===== config.mk =====
export PLATFORM = sky130hd
export DESIGN_NAME = acia_tx
export DESIGN_NICKNAME = d
export VERILOG_FILES = /design/src/rtl/acia_pkg.sv /design/src/rtl/acia_fifo.sv /design/src/rtl/acia_tx.sv
export SDC_FILE = /design/constraint.sdc
export NUM_CORES = 1
export LEC_CHECK = 0
export ABC_CLOCK_PERIOD_IN_PS = 2900
export CORE_UTILIZATION = 30
export DETAILED_ROUTE_END_ITERATION = 8
export SLEW_MARGIN = 5
export SYNTH_ARGS = -nofsm -noshare
export SYNTH_HDL_FRONTEND = slang
export SYNTH_SLANG_ARGS = --single-unit

===== constraint.sdc =====
create_clock -name clk -period 2.9 [get_ports clk]
set_input_delay 0.435 -clock clk [delete_from_list [all_inputs] [get_ports clk]]
set_output_delay 0.435 -clock clk [all_outputs]
set_load 0.005 [all_outputs]

===== src/rtl/acia_pkg.sv =====
// acia_pkg: shared ACIA state encodings, frame constant and rate helpers
package acia_pkg;

    typedef enum logic [1:0] {
        TX_IDLE,
        TX_START,
        TX_DATA,
        TX_STOP
    } tx_state_e;

    typedef enum logic [1:0] {
        RX_IDLE,
        RX_START,
        RX_DATA,
        RX_STOP
    } rx_state_e;

    localparam int FRAME_BITS = 10;

    function automatic int sym_cnt_of(input int clk_hz, input int baud);
        return clk_hz / baud;
    endfunction

    function automatic int scw_of(input int sym);
        return $clog2(sym);
    endfunction

endpackage


===== src/rtl/acia_fifo.sv =====
// acia_fifo: byte FIFO with wrap-bit pointers, accepts a write while full when a pop happens in the same cycle
module acia_fifo #(
    parameter int DEPTH = 4,
    parameter int W     = 8
) (
    input  logic         clk,
    input  logic         rst,
    input  logic         i_wr,
    input  logic [W-1:0] i_wdat,
    input  logic         i_rd,
    output logic [W-1:0] o_rdat,
    output logic         o_full,
    output logic         o_empty,
    output logic         o_drop
);
    localparam int AW = $clog2(DEPTH);

    logic [W-1:0] r_mem [DEPTH];
    logic [AW:0]  r_wp;
    logic [AW:0]  r_rp;
    logic         w_wr_ok;
    logic         w_rd_ok;

    assign o_empty = r_wp == r_rp;
    assign o_full  = (r_wp[AW] != r_rp[AW]) && (r_wp[AW-1:0] == r_rp[AW-1:0]);
    assign w_rd_ok = i_rd && !o_empty;
    assign w_wr_ok = i_wr && (!o_full || w_rd_ok);
    assign o_drop  = i_wr && o_full && !w_rd_ok;
    assign o_rdat  = r_mem[r_rp[AW-1:0]];

    // storage array, written only when the write is accepted
    always_ff @(posedge clk) begin
        if (!rst && w_wr_ok)
            r_mem[r_wp[AW-1:0]] <= i_wdat;
    end

    // pointer update; both pointers advance together on a simultaneous write and pop
    always_ff @(posedge clk) begin
        if (rst) begin
            r_wp <= '0;
            r_rp <= '0;
        end else begin
            if (w_wr_ok)
                r_wp <= r_wp + (AW+1)'(1);
            if (w_rd_ok)
                r_rp <= r_rp + (AW+1)'(1);
        end
    end

endmodule


===== src/rtl/acia_tx.sv =====
// acia_tx: 8N1 UART transmitter with a small byte FIFO and sticky overflow flag
module acia_tx
    import acia_pkg::*;
#(
    parameter int SCW     = 16,
    parameter int sym_cnt = 40000,
    parameter int DEPTH   = 4
) (
    input  logic       clk,
    input  logic       rst,
    input  logic [7:0] tx_dat,
    input  logic       tx_stb,
    output logic       tx_serial,
    output logic       tx_busy,
    output logic       tx_full,
    output logic       tx_ovf
);
    localparam logic [SCW-1:0] LAST = SCW'(sym_cnt - 1);

    tx_state_e      r_state;
    logic [SCW-1:0] r_cnt;
    logic [2:0]     r_bit;
    logic [7:0]     r_shift;
    logic           r_serial;
    logic           r_busy;
    logic           r_ovf;
    logic           w_tick;
    logic           w_pop;
    logic           w_line;
    logic [7:0]     w_rdat;
    logic           w_empty;
    logic           w_drop;

    acia_fifo #(.DEPTH(DEPTH), .W(8)) u_fifo (
        .clk    (clk),
        .rst    (rst),
        .i_wr   (tx_stb),
        .i_wdat (tx_dat),
        .i_rd   (w_pop),
        .o_rdat (w_rdat),
        .o_full (tx_full),
        .o_empty(w_empty),
        .o_drop (w_drop)
    );

    assign w_tick = r_cnt == LAST;
    assign w_pop  = !w_empty && (r_state == TX_IDLE || (r_state == TX_STOP && w_tick));

    // line level implied by the current state; registered below so the pin never glitches
    always_comb begin
        w_line = (r_state == TX_START) ? 1'b0 :
                 (r_state == TX_DATA)  ? r_shift[0] : 1'b1;
    end

    // frame sequencer: pops the FIFO head, steps start/data/stop at the bit rate
    always_ff @(posedge clk) begin
        if (rst) begin
            r_state  <= TX_IDLE;
            r_cnt    <= '0;
            r_bit    <= '0;
            r_shift  <= '0;
            r_serial <= 1'b1;
            r_busy   <= 1'b0;
        end else begin
            r_serial <= w_line;
            r_busy   <= (r_state != TX_IDLE) || !w_empty;
            r_cnt    <= (r_state == TX_IDLE || w_tick) ? '0 : r_cnt + SCW'(1);
            case (r_state)
                TX_IDLE: begin
                    if (w_pop) begin
                        r_shift <= w_rdat;
                        r_state <= TX_START;
                    end
                end
                TX_START: begin
                    if (w_tick) begin
                        r_bit   <= '0;
                        r_state <= TX_DATA;
                    end
                end
                TX_DATA: begin
                    if (w_tick) begin
                        r_shift <= r_shift >> 1;
                        r_bit   <= r_bit + 3'd1;
                        if (r_bit == 3'd7)
                            r_state <= TX_STOP;
                    end
                end
                TX_STOP: begin
                    if (w_tick) begin
                        if (w_pop) begin
                            r_shift <= w_rdat;
                            r_state <= TX_START;
                        end else begin
                            r_state <= TX_IDLE;
                        end
                    end
                end
                default: r_state <= TX_IDLE;
            endcase
        end
    end

    // overflow is sticky until reset
    always_ff @(posedge clk) begin
        if (rst)
            r_ovf <= 1'b0;
        else if (w_drop)
            r_ovf <= 1'b1;
    end

    assign tx_serial = r_serial;
    assign tx_busy   = r_busy;
    assign tx_ovf    = r_ovf;

endmodule


==> run_results.csv, run 1 <==
group,metric,value,unit
status,outcome,"completed",
cts,clock-root-buffer,"clkbuf_8",
yosys,synth_area,3170,um2
power_and_ir_drop,power.density,760,nW/um2
cells_and_area,final_area,3670,um2
timing,rsz0062_at_grt,"false",
yosys,synthArstFlopShare,0,%
yosys,synth_cells,263,
cells_and_area,multi_input_area,1320,um2
yosys,synth_area_per_cell,12.0,um2
timing,worst_pin_slew,554,ps
setup_path,arrival,2410,ps
yosys,synth_top_cell_area_share,30.3,%
power_and_ir_drop,power.total,2.79,mW
timing,setup_tns,0,ps
power_and_ir_drop,vdd_drop_max,0.000267,V
cts,cts_tree,"built",
die,core.rowCount,37,
yosys,synthMuxAreaShare,8.85,%
setup_path,worstPathMaxFanout,8,
cts,cts.reportedPaths.clkPinSlew,70,ps
timing,post-route-min-period,2400,ps
job,maxCapViolCount,0,
yosys,synthTopCellsByArea,"edfxtp_1 (30%), dfxtp_1 (25%), mux4_2 (5.7%)",
yosys,synth-main-ff-cell,"dfxtp_1",
cts,cts-htree-levels,3,
route,ant_nets,0,
yosys,synth.distinct_cells,43,
cts,clk_path_buf_depth,2,
timing,hold_viol_final,0,
setup_path,crit_slowest_cell,"or4b_4",
yosys,yosys.area_share.simple,16.0,%
cells_and_area,antenna_cells,0,
min_path,hold_path_class,"reg2reg",
route,drc_errors,0,
place,gp_congestion,0.756,
cts,cts_repair_resize_count,0,
setup_path,max_stage_delay,600,ps
place,portBuffers,14,
route,drtIter0Drc,48,
setup_path,worstSetupPathType,"reg2reg",
timing,fmax,0.416,GHz
route,routed-via-count,1933,
cells_and_area,drive_above_1_share,13.3,%
setup_path,crit_path_start_kind,"flop",
setup_path,worstPathCellList,"or4b_4 > nor4_4 > o31ai_1 > nor2_1 > and2_1",
yosys,synth_top_cell_by_area,"edfxtp_1",
yosys,seq_area_frac_synth,55.6,%
cells_and_area,final-seq-area,1760,um2
yosys,synth_edf_count,32,
yosys,synth-warning-count,0,
cells_and_area,fillers,1018,
die,coreArea,10300,um2
setup_path,cp.required,2910,ps
global_routing,grt_pass1_wl,9.29,mm
cts,postCtsSetupBuffers,0,
yosys,synth-compound-area-share,5.92,%
global_routing,grt_pass1_vias,1936,
power_and_ir_drop,leakage,1.28,nW
global_routing,grt.total_usage,11.1,%
timing,setup_viol,0,
place,place_area,3470,um2
timing,skew,12.1,ps
die,die_h,105,um
die,start_util,30.8,%
yosys,synth_top_family_by_area,"simple AND/OR/NAND/NOR gates",
die,pin_count,15,
setup_path,worst_setup_path_end_kind,"flop",
cts,cts_sinks,72,
route,avgRoutedWirePerCell,13.1,um
place,dpl.hpwl,3.99,mm
global_routing,antenna_found_initial,0,
route,via_per_inst,4.58,
cts,worst_skew_pair.late_latency,350,ps
die,die_area,11000,um2
yosys,yosys.area_share.adder,5.13,%
yosys,synth_fp_nets,287,
die,die_w,105,um
cells_and_area,area_growth_syn_to_layout,15.8,%
cts,cts_buffers,9,
global_routing,grt_start_max_net_pins,17,
timing,slew_violations,0,
yosys,ys_ff_latch,72,
cells_and_area,layout.nets,305,
cts,hold_buffers,0,
timing,slew_headroom,62.7,%
route,drt-total-wl,5.52,mm
timing,period_share,82.9,%
yosys,synth_xor_xnor_area_share,5.81,%
global_routing,overflow,0,
route,dr.pass1.iters,4,
==> where the power goes <==
part / internal, mW / switching [mW] / total [mW] / leakage (nW)
Clock: 0.406 / 0.395 / 0.801 / 0.101
Combinational: 0.348 / 0.392 / 0.740 / 0.565
Sequential: 1.16 / 0.0886 / 1.25 / 0.616
Total: 1.91 / 0.876 / 2.79 / 1.28
==> per-layer routing <==
layer  track usage (%)  wire length (um)
met5                 0                 0
met4              5.73               132
met3              3.62               160
met2              16.0              2340
met1              14.7              2890
==> final timing paths <==
kind | start | to | slack (ps) | depth (start not counted)
max | r_cnt[6] | u_fifo.r_mem[1][1] | 500 | 5
min | r_cnt[0] | r_cnt[0] | 470 | 1
max reg2reg | r_cnt[6] | u_fifo.r_mem[1][1] | 500 | 5
min reg2reg | r_cnt[0] | r_cnt[0] | 470 | 1
==> cell usage after synthesis (4+ instances only) <==
master,n
a21oi_1,5
and2_1,4
nand4_1,4
dfxtp_1,40
ha_1,13
mux2i_1,10
mux4_2,8
edfxtp_1,32
nand3_1,10
xor2_1,13
clkbuf_1,9
nor2_1,33
a211oi_1,8
inv_1,10
nand2_1,7
nor3_1,11
xnor2_1,8
==> state kept, by name (all words and copies together), names as in the netlist, named ones only <==
register and cells:
u_fifo.r_mem 32, r_shift 8, u_fifo.r_rp 3, tx_serial 1, tx_busy 1, u_fifo.r_wp 3
r_cnt 16, tx_ovf 1, r_bit 3, r_state 2
==> area by class of cell <==
| cell class | instances | share of cell area (%) |
|---|---|---|
| sequential | 72 | 48.0 |
| multi-input combinational | 169 | 36.0 |
| timing repair buffer | 19 | 4.84 |
| tap | 136 | 4.64 |
| clock buffer | 9 | 3.38 |
| clock inverter | 7 | 2.11 |
| inverter | 10 | 1.02 |
==> critical path, delay by kind of cell, from the launching register on <==
kind | cells | cell delay [ps]
simple gates | 4 | 1540
flops | 1 | 360
compound gates | 1 | 170
==> placed cells by master (no fill, tap or decap), types with 9 or more instances in the layout <==
cell / instances
dfxtp_1: 40
nor2_1: 33
edfxtp_1: 32
clkdlybuf4s50_1: 14
xor2_1: 13
ha_1: 13
nor3_1: 11
inv_1: 10
nand3_1: 10
mux2i_1: 10
clkbuf_8: 9
==> per-stage QoR <==
stage	setup slack (ps)	utilization, %	hold slack (ps)	std cells
finish	497	35.7	466	422
floorplan	638	-	430	263
global placement	557	33.7	445	406
CTS	488	35.7	464	422
detailed placement	496	33.7	447	406
global route	363	35.7	502	422
==> kinds of logic (layout without fill, tap and decap cells) <==
group,after synthesis,after routing
AND/OR/NAND/NOR,91,91
AO/OA/AOI/OAI,26,26
adder cells (fa/ha/maj),13,13
XOR/XNOR,21,21
flip-flops,72,72
buffers and inverters,22,45
multiplexers,18,18
No activity file was read; power rests on OpenSTA's default activity.
==> inputs of run 2 (changes only) <==
--- a/config.mk
+++ b/config.mk
@@ -5,7 +5,7 @@
 export SDC_FILE = /design/constraint.sdc
 export NUM_CORES = 1
 export LEC_CHECK = 0
-export ABC_CLOCK_PERIOD_IN_PS = 2900
+export ABC_CLOCK_PERIOD_IN_PS = 2200
 export CORE_UTILIZATION = 30
 export DETAILED_ROUTE_END_ITERATION = 8
 export SLEW_MARGIN = 5
==> constraint.sdc (replaced) <==
create_clock -name clk -period 2.2 [get_ports clk]
set_input_delay 0.33 -clock clk [delete_from_list [all_inputs] [get_ports clk]]
set_output_delay 0.33 -clock clk [all_outputs]
set_load 0.005 [all_outputs]
==> run 2 against run 1 <==
Die area unchanged. Clock skew down 4.0 ps. Maximum frequency up 13%. Register-to-register slack worse by 430 ps. Critical path depth unchanged. Non-clock buffer count up 14. Sequential power up 30%. Clock-buffer cell count unchanged. Worst setup slack worse by 430 ps. Cell count up 3.3%. Combinational power up 46%. Critical path type unchanged. Critical endpoint is now u_fifo.r_mem[0][6].
==> run_results.csv, run 2 (synthesized netlist as in run 1, its figures left out) <==
group,metric,value,unit
timing,setup_tns,0,ps
die,die_h,105,um
setup_path,worst_setup_path_end_kind,"flop",
global_routing,grt.total_usage,11.3,%
die,die_w,105,um
cts,hold_buffers,0,
route,dr.pass1.iters,4,
cts,cts_buffers,9,
min_path,hold_path_class,"reg2reg",
timing,fmax,0.469,GHz
cells_and_area,final_common_cell,"dfxtp_1",
timing,skew,8.09,ps
setup_path,worstSetupPathType,"reg2reg",
place,place_area,3580,um2
cells_and_area,largest_register_ffs,32,
cells_and_area,fin_cells,436,
status,outcome,"completed",
setup_path,crit_path_start_kind,"flop",
cts,clk_path_buf_depth,2,
power_and_ir_drop,power.density,972,nW/um2
setup_path,worstPathMaxFanout,8,
die,start_util,30.8,%
cells_and_area,final_area,3800,um2
cts,postCtsSetupBuffers,0,
power_and_ir_drop,internal_power,2.48,mW
route,drt-total-wl,5.58,mm
route,via_per_inst,4.64,
cells_and_area,fin_util,37.0,%
die,coreArea,10300,um2
cells_and_area,layout_common_cells,"dfxtp_1 (38), nor2_1 (32), edfxtp_1 (32)",
timing,worst_slack,65.7,ps
timing,slew_violations,0,
power_and_ir_drop,power.total,3.69,mW
timing,setup_viol,0,
cts,cts_tree,"built",
setup_path,cp.required,2250,ps
global_routing,overflow,0,
timing,rsz0062_at_grt,"true",
route,drtIter0Drc,78,
timing,slew_headroom,69.0,%
place,gp_congestion,0.753,
power_and_ir_drop,p_sw_share,32.9,%
setup_path,arrival,2180,ps
global_routing,grt_pass1_vias,2060,
cells_and_area,fillers,984,
global_routing,grtUsageMet1,15.1,%
die,core.rowCount,37,
route,routed-via-count,2023,
power_and_ir_drop,pwr-share-comb,29.4,%
global_routing,grt_pass1_wl,9.86,mm
route,ant_nets,0,
global_routing,top_usage_layer,"met2",
die,pin_count,15,
global_routing,grt_util_met3,1.81,%
timing,worst_pin_slew,462,ps
timing,whs,462,ps
cts,worst_skew_pair.late_latency,340,ps
min_path,min_delay_path_depth,2,
global_routing,antenna_found_initial,0,
global_routing,grt_util_met2,17.3,%
cells_and_area,layout.nets,319,
timing,hold_viol_final,0,
power_and_ir_drop,p_seq_share,44.1,%
power_and_ir_drop,clock_power_share,26.5,%
cells_and_area,drive_above_1_share,20.3,%
place,dpl.cell_count,420,
place,place_ws,-0.603,ps
cts,cts.reportedPaths.clkPinSlew,90,ps
place,dpl.hpwl,4.08,mm
cells_and_area,area_growth_syn_to_layout,19.9,%
power_and_ir_drop,p_switching,1.21,mW
setup_path,r2r_cells,5,
global_routing,grt_start_max_net_pins,17,
route,avgRoutedWirePerCell,12.8,um
die,die_area,11000,um2
power_and_ir_drop,leakage,1.35,nW
place,portBuffers,14,
job,maxCapViolCount,0,
cells_and_area,antenna_cells,0,
timing,period_share,97.0,%
timing,post-route-min-period,2130,ps
cts,clock-root-buffer,"clkbuf_8",
power_and_ir_drop,vdd_drop_max,0.000488,V
route,drc_errors,0,
cts,cts-htree-levels,3,
cts,cts_sinks,72,
## run 2: cell count changes in the layout (fill, tap and decap cells not counted), moves of 2 or more
cell     previous run  this run
and2_1              4         0
and2_4              0         4
buf_4               5        19
dfxtp_2             0         2
dfxtp_1            40        38
## run 2: repair_timing
action                     4_1_cts  5_1_grt
gates resized for setup          1        8
setup endpoints to repair        8       59
pin swaps                        0        6
## run 2: critical path: stages, from the launching register on
cell and delay, ps:
dfxtp_1 320, or4b_4 580, nor4_4 350, o31ai_1 150, nor2_2 190, and2_4 250
## run 2: cell type report
| cell class | instances | area, um2 | area share, % |
|---|---|---|---|
| Sequential cell | 72 | 1760 | 46.4 |
| Timing Repair Buffer | 33 | 283 | 7.44 |
| Clock inverter | 7 | 61.3 | 1.61 |
| Inverter | 10 | 37.5 | 0.988 |
| Multi-Input combinational cell | 169 | 1360 | 35.8 |
| Tap cell | 136 | 170 | 4.48 |
| Clock buffer | 9 | 124 | 3.26 |
## run 2: routing by layer
layer / up-vias / wire length (um)
met5: - / 0
met1: 965 / 2830
met2: 32 / 2520
met3: 8 / 129
li1: 1018 / -
met4: 0 / 103
## run 2: final timing paths
kind         slack, ps            endpoint  startpoint
max                 70  u_fifo.r_mem[0][6]    r_cnt[6]
min                460            r_bit[2]    r_bit[2]
max reg2reg         70  u_fifo.r_mem[0][6]    r_cnt[6]
min reg2reg        460            r_bit[2]    r_bit[2]
## run 2: power groups by stage
stage                     Clock (mW)  Combinational (mW)  Sequential [mW]
after floorplan                    0               0.820             1.62
after global placement             0                1.06             1.65
after detailed placement           0                1.08             1.66
after CTS                       1.01                1.08             1.63
after global routing            1.07                1.23             1.65
final                          0.979                1.08             1.63
==> inputs of run 3 (changes only) <==
--- a/config.mk
+++ b/config.mk
@@ -6,8 +6,9 @@
 export NUM_CORES = 1
 export LEC_CHECK = 0
 export ABC_CLOCK_PERIOD_IN_PS = 2200
-export CORE_UTILIZATION = 30
+export CORE_UTILIZATION = 54
 export DETAILED_ROUTE_END_ITERATION = 8
+export PLACE_DENSITY = 0.75
 export SLEW_MARGIN = 5
 export SYNTH_ARGS = -nofsm -noshare
 export SYNTH_HDL_FRONTEND = slang
==> run 3 against run 2 <==
Clock-buffer cell count stayed put. Largest cell class unchanged. Global-route usage up 9.6 points. Design area is 1.4% lower.
==> run_results.csv, run 3 (synthesized netlist as in run 1, its figures left out) <==
group,metric,value,unit
status,outcome,"completed",
setup_path,worstPathMaxFanout,8,
route,routed-via-count,2078,
route,ant_nets,0,
place,portBuffers,14,
cells_and_area,multi_input_area,1350,um2
timing,rsz0062_at_grt,"true",
setup_path,max_stage_delay,560,ps
cells_and_area,layout.nets,321,
setup_path,worst_setup_path_end_kind,"flop",
die,pin_count,15,
cells_and_area,fillers,417,
place,dpl.hpwl,4.17,mm
power_and_ir_drop,vdd_drop_max,0.000610,V
global_routing,grt_pass1_wl,9.54,mm
global_routing,grt_start_max_net_pins,17,
place,place_ws,49.2,ps
cells_and_area,drive_above_1_share,21.5,%
power_and_ir_drop,p_switching,1.19,mW
timing,setup_viol,0,
power_and_ir_drop,pwr-share-comb,29.0,%
cts,cts.reportedPaths.clkPinSlew,80,ps
cts,cts_buffers,9,
route,via_per_inst,5.56,
power_and_ir_drop,leakage,1.38,nW
cts,worst_skew_pair.late_latency,340,ps
power_and_ir_drop,p_seq_share,43.2,%
cells_and_area,final_common_cell,"dfxtp_1",
setup_path,crit_slowest_cell,"or4bb_4",
timing,skew,4.29,ps
global_routing,antenna_found_initial,0,
power_and_ir_drop,power.density,1010,nW/um2
power_and_ir_drop,p_sw_share,31.5,%
timing,period_share,95.6,%
route,drc_errors,0,
cts,cts-htree-levels,3,
timing,slew_headroom,70.5,%
route,dr.pass1.iters,4,
setup_path,crit_path_start_kind,"flop",
timing,fmax,0.475,GHz
die,core.rowCount,27,
power_and_ir_drop,clock_power_share,27.8,%
timing,hold_viol_final,0,
setup_path,critPathTopFamily,"simple AND/OR/NAND/NOR gates",
cells_and_area,antenna_cells,0,
route,drt-total-wl,5.76,mm
min_path,hold_path_class,"reg2reg",
cells_and_area,fin_util,67.2,%
cells_and_area,layout_common_cells,"dfxtp_1 (37), nor2_1 (32), edfxtp_1 (32)",
timing,setup_tns,0,ps
place,gp_congestion,0.773,
setup_path,worstSetupPathType,"reg2reg",
cells_and_area,final-seq-area,1770,um2
cells_and_area,area_growth_syn_to_layout,18.2,%
setup_path,arrival,2160,ps
setup_path,cp.required,2250,ps
die,start_util,56.8,%
cts,clk_path_buf_depth,2,
cells_and_area,largest_register_ffs,32,
cells_and_area,final_area,3750,um2
cts,clock-root-buffer,"clkbuf_8",
die,die_area,6180,um2
global_routing,grt_pass1_vias,1972,
cts,cts_tree,"built",
timing,worst_pin_slew,437,ps
timing,slew_violations,0,
global_routing,overflow,0,
setup_path,worstPathCellList,"or4bb_4 > nor4_4 > o31ai_2 > nor2_2 > and2_4",
cts,cts_sinks,72,
route,drtIter0Drc,110,
die,die_w,78.6,um
timing,post-route-min-period,2100,ps
power_and_ir_drop,internal_power,2.58,mW
global_routing,grt.total_usage,20.8,%
place,place_area,3520,um2
die,die_h,78.6,um
setup_path,worst-path-buf-inv,0,
route,avgRoutedWirePerCell,15.4,um
power_and_ir_drop,power.total,3.77,mW
die,coreArea,5570,um2
timing,worst_slack,96.7,ps
job,maxCapViolCount,0,
## run 3: changes by cell type in the layout (fill, tap and decap cells not counted), sizes merged
| cell | delta |
|---|---|
| clkinv | +1 |
| buf | +2 |
| bufinv | +1 |
| inv | -1 |
| clkinvlp | -1 |
## run 3: worst reg2reg max path, cell delays in order, from the launching register on
cell	delay (ps)
dfxtp_2	330
or4bb_4	560
nor4_4	390
o31ai_2	110
nor2_2	180
and2_4	240
## run 3: per-stage QoR
step                hold slack (ps)  cells
finish                          432    374
global route                    452    374
CTS                             437    374
detailed placement              426    358
global placement                419    358
floorplan                       408    263
## run 3: what timing repair did
item / CTS / global route
setup buffers: 0 / 0
hold buffers: 0 / 0
hold endpoints to repair: 0 / 0
resized for setup: 0 / 10
setup endpoints to repair: 0 / 48
## run 3: metal layers
metal	GRT usage [%]	routed length, um	vias to the layer above
li1	-	-	1025
met1	28.5	2860	1014
met2	31.7	2630	31
met3	6.28	180	8
met4	6.67	86	0
met5	0	0	-
## run 3: worst paths after layout
kind                            depth (start not counted)  slack (ps)     start                  to
worst max register to register                          5         100  r_cnt[8]  u_fifo.r_mem[0][4]
worst min-delay path                                    1         430  r_cnt[0]            r_cnt[0]
worst max-delay path                                    5         100  r_cnt[8]  u_fifo.r_mem[0][4]
worst min register to register                          1         430  r_cnt[0]            r_cnt[0]
## run 3: area by class of cell
type | instances | share of cell area (%)
inverter | 10 | 1.00
sequential | 72 | 47.1
multi-input combinational | 169 | 36.1
clock inverter | 7 | 2.10
tap | 72 | 2.40
clock buffer | 9 | 3.31
timing repair buffer | 35 | 7.95
## run 3: power groups by stage
stage / sequential, mW / combinational [mW] / clock, mW
floorplan: 1.62 / 0.820 / 0
global placement: 1.65 / 1.05 / 0
detailed placement: 1.66 / 1.07 / 0
CTS: 1.63 / 1.08 / 1.07
global route: 1.64 / 1.23 / 1.12
finish: 1.63 / 1.09 / 1.05
